## src/rtl/buzzer_scheduler.sv

```systemverilog
// buzzer_scheduler
// Arbitrates one physical buzzer between a countdown timer and an alarm.
// The alarm has priority and preempts a ringing timer. The timer resumes
// once the alarm is silenced or snoozed. Each ring stops by itself after
// TIMEOUT_SEC cycles. The alarm can be snoozed up to MAX_SNOOZE times per
// alarm event. One clock cycle is one second.
//
// Ports
//   clk         : 1 Hz system clock, rising edge
//   reset       : synchronous active-high reset
//   timer_req   : timer expiry level; only its rising edge starts a ring
//   alarm_req   : alarm match level; only its rising edge starts a ring
//   stop_btn    : one-cycle pulse, silences the active source / cancels snooze
//   snooze_btn  : one-cycle pulse, snoozes a ringing alarm
//   buzzer      : buzzer drive (steady for timer, 1 s on / 1 s off for alarm)
//   active_src  : 00 none, 01 timer, 10 alarm
//   snoozing    : high while a snooze countdown is running
//   snooze_left : remaining snooze cycles
module buzzer_scheduler #(
  parameter int SNOOZE_SEC  = 300,
  parameter int TIMEOUT_SEC = 60,
  parameter int MAX_SNOOZE  = 3
) (
  input  logic       clk,
  input  logic       reset,
  input  logic       timer_req,
  input  logic       alarm_req,
  input  logic       stop_btn,
  input  logic       snooze_btn,
  output logic       buzzer,
  output logic [1:0] active_src,
  output logic       snoozing,
  output logic [8:0] snooze_left
);

  // State codes double as the active_src encoding.
  typedef enum logic [1:0] {
    IDLE       = 2'b00,
    RING_TIMER = 2'b01,
    RING_ALARM = 2'b10
  } state_e;

  localparam logic [5:0] RING_LAST   = 6'(TIMEOUT_SEC - 1);
  localparam logic [8:0] SNOOZE_LOAD = 9'(SNOOZE_SEC);
  localparam logic [1:0] SNOOZE_MAX  = 2'(MAX_SNOOZE);

  state_e     state_q, state_d;
  logic       timer_req_q, alarm_req_q;
  logic       init_q;
  logic       timer_pend_q, timer_pend_d;
  logic       alarm_pend_q, alarm_pend_d;
  logic [5:0] ring_cnt_q, ring_cnt_d;
  logic [8:0] snooze_left_q, snooze_left_d;
  logic [1:0] snooze_cnt_q, snooze_cnt_d;
  logic       buzzer_q, buzzer_d;
  logic       snoozing_q;
  logic [1:0] active_src_q;
  logic       timer_rise_s, alarm_rise_s, ring_end_s, ring_stop_s;

  // Next-state computation for pending flags, snooze bookkeeping and ring timing.
  always_comb begin
    // init_q masks the first cycle after reset, so a request level that is
    // still high when reset releases does not look like a fresh edge.
    timer_rise_s  = timer_req & ~timer_req_q & ~init_q;
    alarm_rise_s  = alarm_req & ~alarm_req_q & ~init_q;
    ring_end_s    = (state_q != IDLE) && (ring_cnt_q == RING_LAST);
    ring_stop_s   = 1'b0;
    timer_pend_d  = timer_pend_q | timer_rise_s;
    alarm_pend_d  = alarm_pend_q;
    snooze_left_d = snooze_left_q;
    snooze_cnt_d  = snooze_cnt_q;

    // Snooze countdown. Expiry re-arms the alarm but keeps the snooze count.
    if (snooze_left_q != 9'd0) begin
      snooze_left_d = snooze_left_q - 9'd1;
      if (snooze_left_q == 9'd1) begin
        alarm_pend_d = 1'b1;
      end else begin
        alarm_pend_d = alarm_pend_q;
      end
    end else begin
      snooze_left_d = 9'd0;
    end

    // A fresh alarm starts a new event and discards any running snooze.
    // OR-ing into the flag means a coincident expiry cannot double it.
    if (alarm_rise_s) begin
      alarm_pend_d = 1'b1;
      if (snooze_left_q != 9'd0) begin
        snooze_left_d = 9'd0;
        snooze_cnt_d  = 2'd0;
      end else begin
        snooze_cnt_d  = snooze_cnt_q;
      end
    end else begin
      ring_stop_s = 1'b0;
    end

    // Buttons and the auto-stop act on the source that is ringing now.
    // stop_btn is tested first, so it wins over snooze_btn.
    case (state_q)
      RING_TIMER: begin
        if (stop_btn || ring_end_s) begin
          timer_pend_d = 1'b0;
          ring_stop_s  = 1'b1;
        end else begin
          ring_stop_s  = 1'b0;
        end
      end
      RING_ALARM: begin
        if (stop_btn || ring_end_s || (snooze_btn && (snooze_cnt_q >= SNOOZE_MAX))) begin
          alarm_pend_d = 1'b0;
          snooze_cnt_d = 2'd0;
          ring_stop_s  = 1'b1;
        end else if (snooze_btn) begin
          alarm_pend_d  = 1'b0;
          snooze_left_d = SNOOZE_LOAD;
          snooze_cnt_d  = snooze_cnt_q + 2'd1;
          ring_stop_s   = 1'b1;
        end else begin
          ring_stop_s   = 1'b0;
        end
      end
      IDLE: begin
        if (stop_btn && (snooze_left_q != 9'd0)) begin
          snooze_left_d = 9'd0;
          snooze_cnt_d  = 2'd0;
        end else begin
          ring_stop_s   = 1'b0;
        end
      end
      default: begin
        ring_stop_s = 1'b0;
      end
    endcase

    if (alarm_pend_d) begin
      state_d = RING_ALARM;
    end else if (timer_pend_d) begin
      state_d = RING_TIMER;
    end else begin
      state_d = IDLE;
    end

    // Every ring, including a resumed one, starts counting from zero.
    if ((state_d != state_q) || ring_stop_s) begin
      ring_cnt_d = 6'd0;
    end else if (state_q != IDLE) begin
      ring_cnt_d = ring_cnt_q + 6'd1;
    end else begin
      ring_cnt_d = 6'd0;
    end

    // The alarm pattern starts with an on-second because ring_cnt starts even.
    buzzer_d = (state_d == RING_TIMER) ||
               ((state_d == RING_ALARM) && !ring_cnt_d[0]);
  end

  // State, request history and registered outputs.
  always_ff @(posedge clk) begin
    if (reset) begin
      state_q       <= IDLE;
      timer_req_q   <= 1'b0;
      alarm_req_q   <= 1'b0;
      init_q        <= 1'b1;
      timer_pend_q  <= 1'b0;
      alarm_pend_q  <= 1'b0;
      ring_cnt_q    <= 6'd0;
      snooze_left_q <= 9'd0;
      snooze_cnt_q  <= 2'd0;
      buzzer_q      <= 1'b0;
      snoozing_q    <= 1'b0;
      active_src_q  <= 2'b00;
    end else begin
      state_q       <= state_d;
      timer_req_q   <= timer_req;
      alarm_req_q   <= alarm_req;
      init_q        <= 1'b0;
      timer_pend_q  <= timer_pend_d;
      alarm_pend_q  <= alarm_pend_d;
      ring_cnt_q    <= ring_cnt_d;
      snooze_left_q <= snooze_left_d;
      snooze_cnt_q  <= snooze_cnt_d;
      buzzer_q      <= buzzer_d;
      snoozing_q    <= (snooze_left_d != 9'd0);
      active_src_q  <= state_d;
    end
  end

  assign buzzer      = buzzer_q;
  assign active_src  = active_src_q;
  assign snoozing    = snoozing_q;
  assign snooze_left = snooze_left_q;

endmodule

```

## config.mk

```make
export PLATFORM = sky130hd
export DESIGN_NAME = buzzer_scheduler
export DESIGN_NICKNAME = d
export VERILOG_FILES = /design/src/rtl/buzzer_scheduler.sv
export SDC_FILE = /design/constraint.sdc
export NUM_CORES = 1
export LEC_CHECK = 0
export BUFFER_PORTS_ARGS = -buffer_cell sky130_fd_sc_hd__buf_2
export CAP_MARGIN = 10
export CORE_MARGIN = 4
export CORE_UTILIZATION = 55
export CTS_CLUSTER_SIZE = 8
export DETAILED_ROUTE_END_ITERATION = 12
export PLACE_DENSITY = 0.8
export REMOVE_ABC_BUFFERS = 1
export SYNTH_ARGS = -nofsm -noshare
export SYNTH_HDL_FRONTEND = slang
export SYNTH_SLANG_ARGS = --single-unit
```

## constraint.sdc

```tcl
create_clock -name clk -period 2.9 [get_ports clk]
set_input_delay 0.145 -clock clk [delete_from_list [all_inputs] [get_ports clk]]
set_output_delay 0.145 -clock clk [all_outputs]
set_load 0.005 [all_outputs]
```

==> qor.txt <==
I/O Buffers - 18
total global-route track usage - 18.8%
fin crit period - 2.27 ns
root buffer cell - clkbuf_4
hold buffers post-CTS - 0
Worst Hold Class - in2reg
clk sinks - 25
Async S/R FF share, synth - 0%
Post-synth EDFFs - 0
Post-Syn Area per Cell - 9.09 um^2
die width - 55.0 um
Num CTS Buffers - 3
largest net degree at the start of global routing - 16
Max Used Layer - met4
CTS tree - yes
FMAX - 0.440 GHz
layout cell share with drive strength beyond 1 - 18.2%
synthesized instance count - 134
DIE HEIGHT - 55.0 um
TNS Setup - 0 ns
maximum clock insertion buffer count - 2
Detailed Route WL - 2510 um
Place WS - 0.729 ns
Final Wtd Congestion - 0.882
vias - 1,036
worst hold slack - 0.0647 ns
first drt pass iteration count - 5
Crit Path Max Fanout - 7
Max VDD drop - 0.601 mV
Critical Path RT - 3.11 ns
CTS resizes - 0
Slew @ Worst Pin - 0.393 ns
Startpoint Class - register
first-pass GRT wire length - 4080 um
clk_skew - 0.00564 ns
Post-CTS Setup Inserts - 0
ys flop type - dfxtp_1
critical path capture point type - register
sequential cell area fraction in the yosys report - 41.1%
FF-to-FF setup slack - 0.63 ns
Synth top area share - 41.1%
final setup vio count - 0
WL met3 - 138 um
worst setup margin - 0.627 ns
Ys Warns - 0
n_diodes - 0
DR DRC count - 0
CP max stage delay - 0.44 ns
synth top area cells - dfxtp_1 41%, ha_1 7.2%, nor2_1 5.2%, nor4_1 4.6%, xor2_1 4.3%
Fin. Hold Viols - 0
Rel. slew slack - 73.5%
synthesis-stage register bit count - 25
nets - 168
power per cell area - 766 mW/mm^2
worst setup path class - reg2reg
routed len/inst - 13.8 um
clock-pin slew on the worst setup and hold paths - 0.12 ns
vias in the first global route - 926
GRT overflow - 0
die area - 0.00303 mm^2
slowest stage cell, crit path - dfxtp_1
worst path arrival time - 2.48 ns
Boundary Pins - 19
Final period util - 78.4%
Final HPWL DP - 1870 um
Placement Rows - 16
worst skew pair latency - 0.31 ns
iteration-0 DRC count of the detailed router - 25
DR WL met2 - 1150 um
largest area contributor in the netlist - dfxtp_1
Max Slew Vio Count - 0
WP buf/inv - 1
area grow syn2layout - 11.7%
antenna violations before repair - 0
met1 wire length - 1200 um
RSZ-0062 raised after global routing - no
vias per std cell - 5.72
cell family with most CP delay - simple AND/OR/NAND/NOR gates
Detail Route Antenna Nets - 0
core footprint - 0.00202 mm^2
outcome - completed
crit path cell chain - inv_1, ha_1, nand4bb_1, o221ai_1, nor3_1, a31o_2, nor4_1
max-cap check violation count - 0
leakage - 0.563 nW
H-tree levels - 1
Starting Density - 60.2%
Netlist cell types - 42
post-synthesis cell area - 0.00122 mm^2
[area by class of cell]
| cell class | instances | area (um^2) |
|---|---|---|
| fill | 169 | 662 |
| inverter | 6 | 22.5 |
| sequential | 25 | 500 |
| multi-input combinational | 100 | 679 |
| clock buffer | 4 | 26.3 |
| tap | 27 | 33.8 |
| timing repair buffer | 19 | 97.6 |
[cells in the mapped netlist (2+ instances only)]
cell      number
dfxtp_1       25
nand2b_1       2
nor3b_1        2
a22oi_1        2
or3_1          3
xnor2_1        3
nor3_1         5
o21ai_0        3
ha_1           7
nor2b_1        3
nor4_1         9
nand3_1        4
nor2_1        17
inv_1          6
xor2_1         6
a21oi_1        6
nand2_1        6
[layer usage]
metal,GRT usage [%],vias to the layer above
met5,0,-
met4,7.69,0
met3,3.22,2
met2,29.5,34
met1,25.4,475
li1,-,525
[path summary, 6_finish.rpt]
| check | from | end | cells after the start |
|---|---|---|---|
| min | timer_req | timer_req_q | 2 |
| max reg2reg | alarm_pend_q | ring_cnt_q[5] | 7 |
| min reg2reg | ring_cnt_q[0] | ring_cnt_q[0] | 1 |
| max | alarm_pend_q | ring_cnt_q[5] | 7 |
[worst register-to-register path, delay by kind of cell (launching register included)]
kind	cells	cell delay, ns
compound gates	2	0.67
buf+inv	1	0.12
simple gates	3	0.69
flops	1	0.44
fa+ha+maj	1	0.27
[where the power goes]
group | switching (W) | leakage [nW] | internal, W | total (W)
Combinational | 0.000256 | 0.344 | 0.000196 | 0.000452
Clock | 0.0000983 | 0.0150 | 0.0000537 | 0.000152
Sequential | 0.0000460 | 0.205 | 0.000391 | 0.000437
[kinds of logic (layout without fill, tap and decap cells)]
kind of cell    count (synthesis)  after routing  synth area share, %
simple gates                   60             60                 27.2
flops                          25             25                 41.1
compound gates                 23             23                 14.1
xor+xnor                        9              9                 6.48
buf+inv                         9             29                 3.08
fa+ha+maj                       7              7                 7.19
mux                             1              1                0.822
[placed cells by master (no fill, tap or decap), types with 2 or more instances in the layout]
cell type	instances
nor3_1	5
or3_1	3
o21ai_0	3
buf_2	18
xnor2_1	3
xor2_1	6
nor4_1	9
nand2b_1	2
nor2b_1	3
nor3b_1	2
nor2_1	17
a21oi_1	6
dfxtp_1	25
nand3_1	4
ha_1	7
inv_1	6
a22oi_1	2
clkbuf_4	3
nand2_1	6
[through the flow]
step | total power, W | util [%] | instance area (um^2) | cells
finish | 0.00104 | 67.3 | 1360 | 181
detailed placement | 0.000891 | 66.0 | 1330 | 177
floorplan | 0.000772 | - | 1200 | 131
global placement | 0.000875 | 66.0 | 1330 | 177
CTS | 0.00104 | 67.3 | 1360 | 181
global route | 0.00113 | 67.3 | 1360 | 181
[state kept, by name, indices dropped and copies added (netlist names)]
name,cells
active_src,1
snooze_left,9
buzzer,1
init_q,1
timer_req_q,1
alarm_pend_q,1
snoozing,1
timer_pend_q,1
snooze_cnt_q,2
alarm_req_q,1
ring_cnt_q,6
Note: power is estimated with default switching activity, not from simulation.
